**src/rtl/toaplan2_snd_mixer_if.sv**
```systemverilog
// Channel/strobe/output bundle of the N-channel sound mixer.
// The master side (game top-level or bench) drives samples and strobes; the mixer is the slave.
interface toaplan2_snd_mixer_if #(
    parameter int NCH   = 4,
    parameter int W     = 16,
    parameter int OUT_W = 16
);
    logic                    CEN;
    logic [NCH*W-1:0]        CH_DIN;
    logic [NCH-1:0]          CH_EN;
    logic [2*NCH-1:0]        CH_LEVEL;
    logic [2*NCH-1:0]        CH_PAN;
    logic                    MUTE;
    logic signed [OUT_W-1:0] LEFT;
    logic signed [OUT_W-1:0] RIGHT;
    logic                    SAMPLE;
    logic                    PEAK;
    logic                    BUSY;
    logic                    OVERRUN;

    modport master (
        output CEN, CH_DIN, CH_EN, CH_LEVEL, CH_PAN, MUTE,
        input  LEFT, RIGHT, SAMPLE, PEAK, BUSY, OVERRUN
    );

    modport slave (
        input  CEN, CH_DIN, CH_EN, CH_LEVEL, CH_PAN, MUTE,
        output LEFT, RIGHT, SAMPLE, PEAK, BUSY, OVERRUN
    );
endinterface

```
**src/rtl/toaplan2_snd_mixer.sv**
```systemverilog
// Serial N-channel stereo mixer: snapshot on CEN, accumulate one channel per cycle,
// then saturate to OUT_W and emit a stereo pair with a SAMPLE pulse and a PEAK flag.
module toaplan2_snd_mixer #(
    parameter int NCH   = 4,
    parameter int W     = 16,
    parameter int OUT_W = 16,
    parameter int ACC_W = 20
) (
    input  logic                  CLK,
    input  logic                  RESET,
    toaplan2_snd_mixer_if.slave   bus
);
    localparam int IDX_W = (NCH > 1) ? $clog2(NCH) : 1;
    localparam int CW    = (ACC_W > OUT_W) ? ACC_W : OUT_W;

    generate
        if (NCH < 1 || NCH > 16) begin : g_nch_chk
            $error("toaplan2_snd_mixer: NCH must be in 1..16");
        end
        if (ACC_W < W + 2 + $clog2(NCH)) begin : g_acc_chk
            $error("toaplan2_snd_mixer: ACC_W must be >= W+2+clog2(NCH)");
        end
    endgenerate

    typedef enum logic [1:0] {IDLE, ACCUM, OUTPUT} state_t;

    state_t                   state_q, state_d;
    logic [IDX_W-1:0]         idx_q, idx_d;
    logic signed [ACC_W-1:0]  accl_q, accl_d, accr_q, accr_d;
    logic signed [OUT_W-1:0]  left_q, left_d, right_q, right_d;
    logic                     sample_q, sample_d;
    logic                     peak_q, peak_d;
    logic                     overrun_q, overrun_d;
    logic                     snap;
    logic signed [ACC_W-1:0]  term;
    logic [OUT_W:0]           sat_l, sat_r;

    logic signed [W-1:0]      din_q [NCH];
    logic [NCH-1:0]           en_q;
    logic [1:0]               lvl_q [NCH];
    logic [1:0]               pan_q [NCH];

    // Sign-extend first so the x2/x4 shifts can never wrap the accumulator.
    function automatic logic signed [ACC_W-1:0] gain(input logic signed [W-1:0] x,
                                                     input logic [1:0] code);
        logic signed [ACC_W-1:0] ext;
        ext = ACC_W'(x);
        case (code)
            2'd0:    gain = ext >>> 1;
            2'd1:    gain = ext;
            2'd2:    gain = ext <<< 1;
            default: gain = ext <<< 2;
        endcase
    endfunction

    // Returns {clip, value}.
    function automatic logic [OUT_W:0] sat(input logic signed [ACC_W-1:0] a);
        logic signed [CW-1:0] ax, mx, mn;
        ax = CW'(a);
        mx = CW'($signed({1'b0, {(OUT_W-1){1'b1}}}));
        mn = CW'($signed({1'b1, {(OUT_W-1){1'b0}}}));
        if (ax > mx)      sat = {1'b1, mx[OUT_W-1:0]};
        else if (ax < mn) sat = {1'b1, mn[OUT_W-1:0]};
        else              sat = {1'b0, ax[OUT_W-1:0]};
    endfunction

    always_comb begin
        state_d   = state_q;
        idx_d     = idx_q;
        accl_d    = accl_q;
        accr_d    = accr_q;
        left_d    = left_q;
        right_d   = right_q;
        sample_d  = 1'b0;
        peak_d    = peak_q;
        overrun_d = overrun_q;
        snap      = 1'b0;
        term      = '0;
        sat_l     = '0;
        sat_r     = '0;
        case (state_q)
            IDLE: begin
                if (bus.CEN) begin
                    snap    = 1'b1;
                    accl_d  = '0;
                    accr_d  = '0;
                    idx_d   = '0;
                    state_d = ACCUM;
                end
            end
            ACCUM: begin
                overrun_d = overrun_q | bus.CEN;
                term = en_q[idx_q] ? gain(din_q[idx_q], lvl_q[idx_q]) : '0;
                if (pan_q[idx_q][1]) accl_d = accl_q + term;
                if (pan_q[idx_q][0]) accr_d = accr_q + term;
                idx_d = idx_q + IDX_W'(1);
                if (idx_q == IDX_W'(NCH - 1)) state_d = OUTPUT;
            end
            OUTPUT: begin
                overrun_d = overrun_q | bus.CEN;
                sat_l     = sat(accl_q);
                sat_r     = sat(accr_q);
                left_d    = bus.MUTE ? '0 : $signed(sat_l[OUT_W-1:0]);
                right_d   = bus.MUTE ? '0 : $signed(sat_r[OUT_W-1:0]);
                peak_d    = sat_l[OUT_W] | sat_r[OUT_W];
                sample_d  = 1'b1;
                state_d   = IDLE;
            end
            default: state_d = IDLE;
        endcase
    end

    always_ff @(posedge CLK or posedge RESET) begin
        if (RESET) begin
            state_q   <= IDLE;
            idx_q     <= '0;
            accl_q    <= '0;
            accr_q    <= '0;
            left_q    <= '0;
            right_q   <= '0;
            sample_q  <= 1'b0;
            peak_q    <= 1'b0;
            overrun_q <= 1'b0;
        end else begin
            state_q   <= state_d;
            idx_q     <= idx_d;
            accl_q    <= accl_d;
            accr_q    <= accr_d;
            left_q    <= left_d;
            right_q   <= right_d;
            sample_q  <= sample_d;
            peak_q    <= peak_d;
            overrun_q <= overrun_d;
        end
    end

    // Snapshot registers hold only data; their contents are ignored outside ACCUM.
    always_ff @(posedge CLK) begin
        if (snap) begin
            en_q <= bus.CH_EN;
            for (int i = 0; i < NCH; i++) begin
                din_q[i] <= bus.CH_DIN[i*W +: W];
                lvl_q[i] <= bus.CH_LEVEL[2*i +: 2];
                pan_q[i] <= bus.CH_PAN[2*i +: 2];
            end
        end
    end

    assign bus.LEFT    = left_q;
    assign bus.RIGHT   = right_q;
    assign bus.SAMPLE  = sample_q;
    assign bus.PEAK    = peak_q;
    assign bus.BUSY    = (state_q != IDLE);
    assign bus.OVERRUN = overrun_q;
endmodule

```
**src/flat_wrapper.sv**
```systemverilog
// flat-port wrapper written by rule: the top's interface ports become plain ports
module toaplan2_snd_mixer_flat 
#(
    parameter int NCH   = 4,
    parameter int W     = 16,
    parameter int OUT_W = 16,
    parameter int ACC_W = 20
)
  (CLK, RESET, bus_CEN, bus_CH_DIN, bus_CH_EN, bus_CH_LEVEL, bus_CH_PAN, bus_MUTE, bus_LEFT, bus_RIGHT, bus_SAMPLE, bus_PEAK, bus_BUSY, bus_OVERRUN);
  toaplan2_snd_mixer_if #(.NCH(NCH), .W(W), .OUT_W(OUT_W)) bus_i ();
  input  logic CLK;
  input  logic RESET;
  input wire logic [$bits(bus_i.CEN)-1:0] bus_CEN;
  input wire logic [$bits(bus_i.CH_DIN)-1:0] bus_CH_DIN;
  input wire logic [$bits(bus_i.CH_EN)-1:0] bus_CH_EN;
  input wire logic [$bits(bus_i.CH_LEVEL)-1:0] bus_CH_LEVEL;
  input wire logic [$bits(bus_i.CH_PAN)-1:0] bus_CH_PAN;
  input wire logic [$bits(bus_i.MUTE)-1:0] bus_MUTE;
  output wire logic [$bits(bus_i.LEFT)-1:0] bus_LEFT;
  output wire logic [$bits(bus_i.RIGHT)-1:0] bus_RIGHT;
  output wire logic [$bits(bus_i.SAMPLE)-1:0] bus_SAMPLE;
  output wire logic [$bits(bus_i.PEAK)-1:0] bus_PEAK;
  output wire logic [$bits(bus_i.BUSY)-1:0] bus_BUSY;
  output wire logic [$bits(bus_i.OVERRUN)-1:0] bus_OVERRUN;
  assign bus_i.CEN = bus_CEN;
  assign bus_i.CH_DIN = bus_CH_DIN;
  assign bus_i.CH_EN = bus_CH_EN;
  assign bus_i.CH_LEVEL = bus_CH_LEVEL;
  assign bus_i.CH_PAN = bus_CH_PAN;
  assign bus_i.MUTE = bus_MUTE;
  assign bus_LEFT = bus_i.LEFT;
  assign bus_RIGHT = bus_i.RIGHT;
  assign bus_SAMPLE = bus_i.SAMPLE;
  assign bus_PEAK = bus_i.PEAK;
  assign bus_BUSY = bus_i.BUSY;
  assign bus_OVERRUN = bus_i.OVERRUN;
  toaplan2_snd_mixer #(.NCH(NCH), .W(W), .OUT_W(OUT_W), .ACC_W(ACC_W)) u_core (.CLK(CLK), .RESET(RESET), .bus(bus_i));
endmodule
```
**config.mk**
```make
export PLATFORM = sky130hd
export DESIGN_NAME = toaplan2_snd_mixer_flat
export DESIGN_NICKNAME = d
export VERILOG_FILES = /design/src/rtl/toaplan2_snd_mixer_if.sv /design/src/rtl/toaplan2_snd_mixer.sv /design/src/flat_wrapper.sv
export SDC_FILE = /design/constraint.sdc
export NUM_CORES = 1
export LEC_CHECK = 0
export ABC_AREA = 1
export BUFFER_PORTS_ARGS = -buffer_cell sky130_fd_sc_hd__buf_2
export CAP_MARGIN = 20
export CORE_ASPECT_RATIO = 1.75
export CORE_MARGIN = 2
export CORE_UTILIZATION = 30
export CTS_CLUSTER_DIAMETER = 120
export CTS_CLUSTER_SIZE = 14
export DETAILED_ROUTE_END_ITERATION = 7
export SYNTH_ARGS = -nofsm -noshare
export SYNTH_HDL_FRONTEND = slang
export SYNTH_SLANG_ARGS = --single-unit
```
**constraint.sdc**
```tcl
create_clock -name CLK -period 3.43 [get_ports CLK]
set_input_delay 0.343 -clock CLK [delete_from_list [all_inputs] [get_ports CLK]]
set_output_delay 0.343 -clock CLK [all_outputs]
set_load 0.02 [all_outputs]
```
# --- After elaboration in Yosys (flattened, before gate mapping) ---
# Memory sizes are Yosys's and may differ from the RTL's.
# Index checks and enable logic that the tools add are counted.
# W data, S select, Z words.
classes:
  eq_ne: 9
  n_reduce_logical: 9
  magnitude_cmp: 5
  bitwise: 2
  n_addsub: 3
  n_mux: 28
op_table:
  columns: ["cell", "n"]
  rows:
  - ["$mux W17", 6]
  - ["$mux W20", 5]
  - ["$pmux W20 S2", 2]
  - ["$pmux W17 S3", 1]
  - ["$add A20 B20 Y20", 2]
  - ["$gt A20 B16 Y1 const B", 2]
  - ["$lt A20 B16 Y1 const B", 2]
  - ["$mux W16", 2]
  - ["$pmux W2 S2", 2]
  - ["$eq A2 B2 Y1 const B", 3]
  - ["$mux W1", 6]
  - ["$mux W2", 3]
  - ["$ne A2 B1 Y1 const B", 3]
  - ["$reduce_and A3 Y1", 2]
  - ["$eq A2 B1 Y1 const B", 2]
  - ["$logic_not A2 Y1", 2]
  - ["$reduce_and A2 Y1", 2]
  - ["$reduce_bool A2 Y1", 2]
  - ["$lt A2 B3 Y1 const B", 1]
  - ["$add A2 B1 Y2 const B", 1]
  - ["$bmux W1 S2", 1]
  - ["$ne A2 B2 Y1 const B", 1]
  - ["$or A1 B1 Y1", 2]
  - ["$reduce_or A2 Y1", 1]
totals:
  ff_bits: 83
  memories: 3
  in_bits: 88
  elab_cells: 69
  ram_bits: 80
  output_inout_bits: 36
mem_list:
  columns: ["memory", "depth", "word_bits", "read_ports", "rd_ports_with_merged_regs", "wr", "line", "text"]
  rows:
  - ["u_core.din_q", 4, 16, 1, 0, 4, "toaplan2_snd_mixer.sv:38", "logic signed [W-1:0] din_q [NCH];"]
  - ["u_core.lvl_q", 4, 2, 1, 0, 4, "toaplan2_snd_mixer.sv:40", "logic [1:0] lvl_q [NCH];"]
  - ["u_core.pan_q", 4, 2, 1, 0, 4, "toaplan2_snd_mixer.sv:41", "logic [1:0] pan_q [NCH];"]

# --- Logic depth before layout (Yosys ltp) ---
# Gate-level depths: netlist of run 1.
# An unclocked memory read counts as a cell.
logic_depth:
  depth_word: 8
  depth_mapped: 24
  mapped_depth_nobuf: 22

# --- Worst setup path before layout of run 1 ---
# Ideal clock, no wire load.
synth_path:
  path_kind: "reg-to-reg"
  startpoint: "register u_core.idx_q[0]"
  endpoint: "register u_core.accr_q[19]"
  stages_incl_launch_ff: 20
  setup_slack_ns: 0.267
  period_less_slack_ns: 3.163
  required_time_ns: 3.312
  t_arrival_ns: 3.045
  path_cell_list: "dfrtp_1 > buf_6 > inv_2 > buf_8 > buf_6 > buf_4 > buf_2 > nand2_1 > a32oi_1 > inv_1 > o21ai_0 > a221oi_1 > a211oi_1 > ha_1 > a21oi_1 > o21ai_0 > a221oi_1 > nand4_1 > nand3_1 > nand2_1"
synth_via:
  elab_chain_len: 8
synth_lines:
  columns: ["element", "line", "text"]
  rows:
  - ["start: declaration", "toaplan2_snd_mixer.sv:28", "logic [IDX_W-1:0] idx_q, idx_d;"]
  - ["start signal: assignment", "toaplan2_snd_mixer.sv:126", "idx_q <= idx_d;"]
  - ["$mem_v2 Z4 W2", null, null]
  - ["$eq A2 B2 Y1, or another cell as far along", "toaplan2_snd_mixer.sv:48", "case (code)"]
  - ["$pmux W17 S3", "toaplan2_snd_mixer.sv:48", null]
  - ["$mux W20", "toaplan2_snd_mixer.sv:81", "case (state_q)"]
  - ["$mux W20", "toaplan2_snd_mixer.sv:93", "term = en_q[idx_q] ? gain(din_q[idx_q], lvl_q[idx_q]) : '0;"]
  - ["$add A20 B20 Y20", "toaplan2_snd_mixer.sv:95", "if (pan_q[idx_q][0]) accr_d = accr_q + term;"]
  - ["$mux W20", "toaplan2_snd_mixer.sv:95", null]
  - ["$pmux W20 S2", "toaplan2_snd_mixer.sv:81", null]
  - ["end signal: assignment", "toaplan2_snd_mixer.sv:128", "accr_q <= accr_d;"]
  - ["end: declaration", "toaplan2_snd_mixer.sv:29", "logic signed [ACC_W-1:0] accl_q, accl_d, accr_q, accr_d;"]
# Several ways; a longest one is shown, not always the timed one. The select of a mux whose other input is x is not followed.
# A chain may end at the register's enable or synchronous reset.

# --- Worst setup path after layout of run 1 ---
# Same ends and word-level chain as after synthesis.

==> qor.yml, run 1 <==
synth:
  synthCells: 1117
  yosysMostFrequentCell: "nand2_1"
  ys.warnings.count: 0
  syn_area_mm2: 0.00944
  synth_area_leaders: "edfxtp_1 27%, dfrtp_1 21%, nand2_1 12%"
  yosys.area.top_type: "edfxtp_1"
  yosysUniqueCellTypes: 53
  synth.avg_cell_area_um2: 8.45
  yosysSeqAreaShare: 0.476
  synth_commonest_cells: "291 x nand2_1, 111 x inv_1, 109 x nor2_1"
  yosysTopAreaCellShare: 0.267
  synth-edff-count: 84
  ys_seq_elements: 163
  synthArstFlopShare: 0.485
  synthFlopType: "edfxtp_1"
  syn-num-nets: 1243
cts:
  cts_tree: "done"
  clk_pin_slew_ns: 0.07
  h-tree-depth: 4
  clock-sinks: 163
  numCtsBuffers: 17
  clock_latency_ns: 0.46
  cts-root-buf: "clkbuf_16"
  clk_path_buf_depth: 2
detailed_routing:
  drt-met1-wl_um: 9910
  post_drt_wl_per_cell_um: 16.0
  drc: 0
  vias: 8227
  wl_um: 27300
  vias_per_cell: 4.81
  highest_layer: "met4"
  initialDrtViolationCount: 366
  wl_met2_um: 15300
  ant_nets: 0
  met3_length_um: 820
  drt_pass1_iterations: 4
floorplan:
  die_h_um: 239
  die_w_um: 138
  start_util: 0.303
  ios: 124
  die-area_mm2: 0.0330
  core_mm2: 0.0312
  num_rows: 86
setup_path:
  slowest_stage: "dfrtp_1"
  critPathLaunchType: "flop"
  worst_ep_required_time_ns: 3.78
  slowest_delay_ns: 0.41
  crit_type: "flop to flop"
  setup.worst_path.end_class: "flop"
  crit_arrival_ns: 3.63
  critPathBufInv: 6
  critPathTopFamily: "simple AND/OR/NAND/NOR gates"
  path_max_fanout: 14
  crit_path_cell_trace: "inv_2 > buf_4 > or2_2 > a32oi_2 > buf_4 > inv_1 > a221oi_1 > a211oi_1 > buf_4 > ha_4 > nand2_1 > nor2_2 > inv_1 > nor4_2 > nand3_1 > nand3_1 > nand2_1 > nand3_1 > nand2_1"
timing:
  worstMarginPinSlew_ns: 0.964
  setup-tns-final_ns: 0
  max_slew_margin: 0.357
  setup_viol: 0
  rsz0062_at_grt: "yes"
  fmax_mhz: 305
  fin_worst_skew_ns: 0.0122
  hold_violations: 0
  finalCritPeriodShare: 0.957
  maxSlewViolCount: 0
  min_period_ns: 3.28
layout:
  fin_nets: 1427
  insertedDiodeCount: 0
  drive_gt1_frac: 0.271
  area_growth_pct: 24.4
  final_util: 0.377
  fin_area_mm2: 0.0118
global_routing:
  grt_overflow: 0
  grt_pass1_vias: 8349
  antenna_found_initial: 0
  grt_use_total: 0.168
  grt_max_degree: 53
  grt_pass1_wl_um: 43200
power:
  p_leak_uw: 0.00551
  powerDensity_mw_per_mm2: 982
  peakVddDrop_mv: 0.495
outcome:
  status: "complete, no violations"
place:
  gp_congestion: 0.925
  place_hpwl_um: 21600
  placed_cell_area_mm2: 0.0109
  io_buffers: 123
worst_hold_path:
  worstHoldPathType: "primary input to flop"
run:
  max_cap_violations: 0
[worst reg2reg max path, cell delays in order (launching register included)]
cell and delay (ns):
dfrtp_1 0.41, inv_2 0.07, buf_4 0.18, or2_2 0.29, a32oi_2 0.18, buf_4 0.15, inv_1 0.05, a221oi_1 0.26
a211oi_1 0.08, buf_4 0.16, ha_4 0.29, nand2_1 0.11, nor2_2 0.14, inv_1 0.07, nor4_2 0.20, nand3_1 0.24
nand3_1 0.12, nand2_1 0.05, nand3_1 0.06, nand2_1 0.05
[state kept, by name, indices dropped and copies added (netlist names)]
register	count
u_core.idx_q	2
u_core.en_q	4
u_core.bus.LEFT	16
u_core.accr_q	20
u_core.lvl_q	8
u_core.bus.RIGHT	16
u_core.bus.SAMPLE	1
u_core.pan_q	8
u_core.bus.OVERRUN	1
u_core.accl_q	20
u_core.bus.PEAK	1
u_core.din_q	64
u_core.state_q	2
[cell usage in the layout (no fill, tap or decap), types with 3 or more instances in the layout]
cell,n
nand3_2,11
inv_6,4
a21o_1,3
nor3_2,3
o22ai_1,12
nand2_2,29
o21ai_1,22
or2_2,3
a32o_1,5
a21oi_2,12
nand4_1,8
inv_1,106
dfrtp_1,79
nand3b_1,6
inv_2,15
edfxtp_1,84
clkinv_4,3
a211oi_1,8
nor2_1,104
nand2_4,12
o21ai_0,73
nor2_2,8
buf_12,3
buf_2,123
buf_4,68
clkinv_1,3
nor2_4,4
nand3_1,49
clkinvlp_4,4
a221oi_1,3
o21ai_2,8
clkbuf_16,17
xor2_1,4
a22o_1,5
inv_8,3
nand2_1,289
ha_1,33
a211oi_2,3
a21oi_1,43
nor3_1,5
[power by group]
| group | internal (uW) | switching (uW) |
|---|---|---|
| Sequential | 2590 | 290 |
| Clock | 1090 | 872 |
| Combinational | 2410 | 4290 |
| Total | 6090 | 5450 |
[kinds of logic after synthesis]
| logic type | count (synthesis) | synth area share |
|---|---|---|
| buffers and inverters | 159 | 0.0717 |
| adder cells (fa/ha/maj) | 38 | 0.0519 |
| AO/OA/AOI/OAI | 214 | 0.133 |
| flip-flops | 163 | 0.476 |
| AND/OR/NAND/NOR | 538 | 0.262 |
| XOR/XNOR | 5 | 0.00464 |
[metrics by stage]
stage / worst slack (ns) / instances / total power [uW] / hold WS, ns
after floorplan: 0.267 / 1117 / 7160 / 0.442
after global placement: 0.0621 / 1675 / 9250 / 0.279
after detailed placement: 0.0421 / 1675 / 9300 / 0.281
after CTS: 0.00570 / 1708 / 11300 / 0.0311
after global routing: -0.0682 / 1710 / 12500 / 0.0350
final: 0.148 / 1710 / 11500 / 0.0551
[cell type report]
class	count	area [um2]
Multi-Input combinational cell	795	4460
Tap cell	396	495
Timing Repair Buffer	196	1210
Sequential cell	163	4500
Fill cell	3271	19500
Clock buffer	17	425
Clock inverter	15	170
Inverter	128	495
[routing by layer]
metal,up-vias,global-route usage
met1,3858,0.167
met4,0,0.0891
met2,190,0.330
met3,61,0.0276
met5,-,0
li1,4118,-
[worst paths after layout]
kind	to	depth (start not counted)	slack, ns	start
min in group asynchronous	u_core.accr_q[5]$_DFFE_PP0P_	3	0.34	RESET
max reg2reg	u_core.accr_q[19]$_DFFE_PP0P_	19	0.15	u_core.idx_q[0]$_DFFE_PP0P_
max in group asynchronous	u_core.accr_q[18]$_DFFE_PP0P_	4	2.35	RESET
max	u_core.accr_q[19]$_DFFE_PP0P_	19	0.15	u_core.idx_q[0]$_DFFE_PP0P_
min	u_core.din_q[1][7]$_DFFE_PP_	1	0.06	bus_CH_DIN[23]
min reg2reg	u_core.bus.OVERRUN$_DFFE_PP0P_	1	0.45	u_core.bus.OVERRUN$_DFFE_PP0P_
[what timing repair did]
item,4_1_cts,5_1_grt
endpoints found under the setup margin,0,19
gates resized for setup,0,46
hold buffers,1,0
endpoints found under the hold margin,12,0
setup buffers,0,2
(Power assumes the default switching activity.)
==> run 2: changes to the inputs <==
--- a/config.mk
+++ b/config.mk
@@ -6,7 +6,6 @@
 export NUM_CORES = 1
 export LEC_CHECK = 0
 export ABC_AREA = 1
-export BUFFER_PORTS_ARGS = -buffer_cell sky130_fd_sc_hd__buf_2
 export CAP_MARGIN = 20
 export CORE_ASPECT_RATIO = 1.75
 export CORE_MARGIN = 2
@@ -14,6 +13,8 @@
 export CTS_CLUSTER_DIAMETER = 120
 export CTS_CLUSTER_SIZE = 14
 export DETAILED_ROUTE_END_ITERATION = 7
+export DONT_BUFFER_PORTS = 1
+export HOLD_SLACK_MARGIN = 0.05
 export SYNTH_ARGS = -nofsm -noshare
 export SYNTH_HDL_FRONTEND = slang
 export SYNTH_SLANG_ARGS = --single-unit
==> run 2 against run 1 <==
Effect of this change: first-iteration DRC count shrank 3.0%; flip-flop and latch count did not move; hold slack gained 0.031 ns; via count is 1.0% lower; highest routed layer unchanged; total power is 1.7% lower; global-route usage is 0.38 points higher; maximum frequency is 1.2% higher; count of clock-buffer cells in the layout increased by 1; final cell count down 2.5%; non-clock buffer count fell by 43.
==> qor.yml, run 2 (synthesized netlist as in run 1, its figures left out) <==
layout:
  largest_reg_flops: 64  # unchanged
  n_fill_cell: 3170  # -3.1%
  largestRegisters: "u_core.din_q (64), u_core.accl_q (20), u_core.accr_q (20)"
  fin_nets: 1385  # -2.9%
  insertedDiodeCount: 0  # unchanged
  most-common-layout-cells: "291 x nand2_1, 108 x nor2_1, 106 x inv_1"
  regMostFlops: "u_core.din_q"
  area_growth_pct: 25.5
  drive_gt1_frac: 0.164  # -0.107
  final_common_cell: "nand2_1"
cts:
  clk_pin_slew_ns: 0.07  # about the same
  clk_path_buf_depth: 2  # unchanged
  h-tree-depth: 4  # unchanged
  clock-sinks: 163  # unchanged
  cts_tree: "done"
  numCtsBuffers: 17  # unchanged
  cts-root-buf: "clkbuf_16"
  clock_latency_ns: 0.46  # about the same
global_routing:
  grt_overflow: 0  # unchanged
  grt_max_degree: 57  # +7.5%
  grt_pass1_vias: 8576  # +2.7%
  grt_use_total: 0.172  # +0.00379
  grt_pass1_wl_um: 43800  # +1.4%
  antenna_found_initial: 0  # unchanged
timing:
  maxSlewViolCount: 0  # unchanged
  setup_viol: 0  # unchanged
  fmax_mhz: 308  # +1.2%
  setup_slack_ns: 0.185  # +0.0378 ns
  min_period_ns: 3.24  # -0.0378 ns
  hold_violations: 0  # unchanged
  finalCritPeriodShare: 0.946  # -0.0110
  worstMarginPinSlew_ns: 0.945  # -0.0193 ns
  fin_worst_skew_ns: 0.0106  # -0.00158 ns
  max_slew_margin: 0.370  # +0.0129
power:
  p_sw_uw: 5380  # -1.3%
  seqPwrFrac: 0.270  # +0.020
  peakVddDrop_mv: 0.629  # +27%
  p_clk_frac: 0.171  # about the same
  switching_share: 0.474  # +0.00226
  pwr-share-comb: 0.560  # -0.020
  power.internal_uw: 5960  # -2.2%
  p_leak_uw: 0.00529  # -3.9%
  p_total_uw: 11300  # -1.7%
  powerDensity_mw_per_mm2: 957  # -2.6%
outcome:
  status: "complete, no violations"
floorplan:
  die_w_um: 138  # unchanged
  num_rows: 86  # unchanged
  die_h_um: 239  # unchanged
  start_util: 0.303  # unchanged
  core_mm2: 0.0312  # unchanged
  ios: 124  # unchanged
  die-area_mm2: 0.0330  # unchanged
place:
  gp_congestion: 0.977  # +5.6%
  dp_slack_ns: 0.0341  # -0.00801 ns
  place_hpwl_um: 21600  # -0.37%
  io_buffers: 0  # -100%
setup_path:
  crit_arrival_ns: 3.60  # -0.03 ns
  critPathLaunchType: "flop"
  setup.worst_path.end_class: "flop"
  worst_ep_required_time_ns: 3.78  # about the same
  path_max_fanout: 13  # -1
  crit_type: "flop to flop"
detailed_routing:
  wl_um: 28200  # +3.2%
  vias: 8145  # -1.0%
  initialDrtViolationCount: 355  # -3.0%
  drt_pass1_iterations: 5  # +1
  ant_nets: 0  # unchanged
  drc: 0  # unchanged
  post_drt_wl_per_cell_um: 16.9  # +5.8%
  vias_per_cell: 4.88  # +1.5%
worst_hold_path:
  worstHoldPathType: "primary input to flop"
run:
  max_cap_violations: 0  # unchanged
[run 2: cell types whose count changed in the layout (fill, tap and decap cells not counted), moves of 4 or more]
cell	delta
buf_2	-123
dlygate4sd3_1	+85
a21oi_1	+10
a21oi_2	-10
nor2_1	+4
nor2_2	-4
[run 2: area by class of cell]
cell class | count | area, um2 | area share
Multi-Input combinational cell | 795 | 4390 | 0.370
Timing Repair inverter | 1 | 7.51 | 0.000633
Tap cell | 396 | 495 | 0.0418
Clock buffer | 18 | 429 | 0.0362
Inverter | 128 | 500 | 0.0422
Clock inverter | 14 | 153 | 0.0129
Sequential cell | 163 | 4500 | 0.380
Timing Repair Buffer | 153 | 1380 | 0.116
[run 2: worst paths after layout]
check                                              start                              to  slack (ns)  depth (start not counted)
min                                              bus_CEN   u_core.state_q[1]$_DFFE_PP0P_        0.09                          3
max reg2reg                  u_core.idx_q[0]$_DFFE_PP0P_   u_core.accl_q[19]$_DFFE_PP0P_        0.19                         16
max in group asynchronous                          RESET     u_core.idx_q[0]$_DFFE_PP0P_        2.04                          3
max                          u_core.idx_q[0]$_DFFE_PP0P_   u_core.accl_q[19]$_DFFE_PP0P_        0.19                         16
min reg2reg                u_core.accl_q[18]$_DFFE_PP0P_   u_core.accl_q[18]$_DFFE_PP0P_        0.53                          2
min in group asynchronous                          RESET  u_core.bus.LEFT[2]$_DFFE_PP0P_        0.53                          2
[run 2: routing by layer]
metal,global-route usage,vias up,part of all wire
li1,-,4031,-
met1,0.157,3843,0.35
met2,0.339,195,0.56
met3,0.0286,76,0.029
met4,0.119,0,0.061
met5,0,-,0
[run 2: stage by stage]
step                std cells   util  instance area [um2]  setup TNS, ns  hold WS, ns
CTS                      1664  0.375                11700              0       0.0658
global placement         1546  0.329                10300              0        0.442
global route             1668  0.380                11900        -0.0897        0.103
finish                   1668  0.380                11900              0       0.0862
floorplan                1117      -                 9440              0        0.442
detailed placement       1546  0.329                10300              0        0.442
[run 2: power groups by stage]
stage               registers, uW  logic (uW)  clock network [uW]
floorplan                    2970        4190                   0
global placement             3100        5950                   0
detailed placement           3100        6020                   0
CTS                          3070        6120                1970
global route                 3110        7100                2040
finish                       3060        6350                1930
[run 2: what timing repair did]
action | CTS | global route
hold buffers | 86 | 0
endpoints found under the hold margin | 134 | 0
setup buffers | 0 | 3
gates cloned | 0 | 1
pin swaps | 0 | 3
resized for setup | 1 | 28
endpoints found under the setup margin | 1 | 19
[run 2: worst max-delay path: stages (launching register included)]
cell      delay [ns]
dfrtp_2         0.44
buf_4           0.19
or2_2           0.33
a32oi_4         0.29
inv_1           0.13
a221oi_2        0.26
a211oi_2        0.10
ha_1            0.36
nand2_1         0.12
nor2_1          0.16
inv_1           0.08
nor2_2          0.11
nand4_1         0.23
nand3_1         0.16
nand2_1         0.06
nand3_1         0.07
nand2_1         0.05
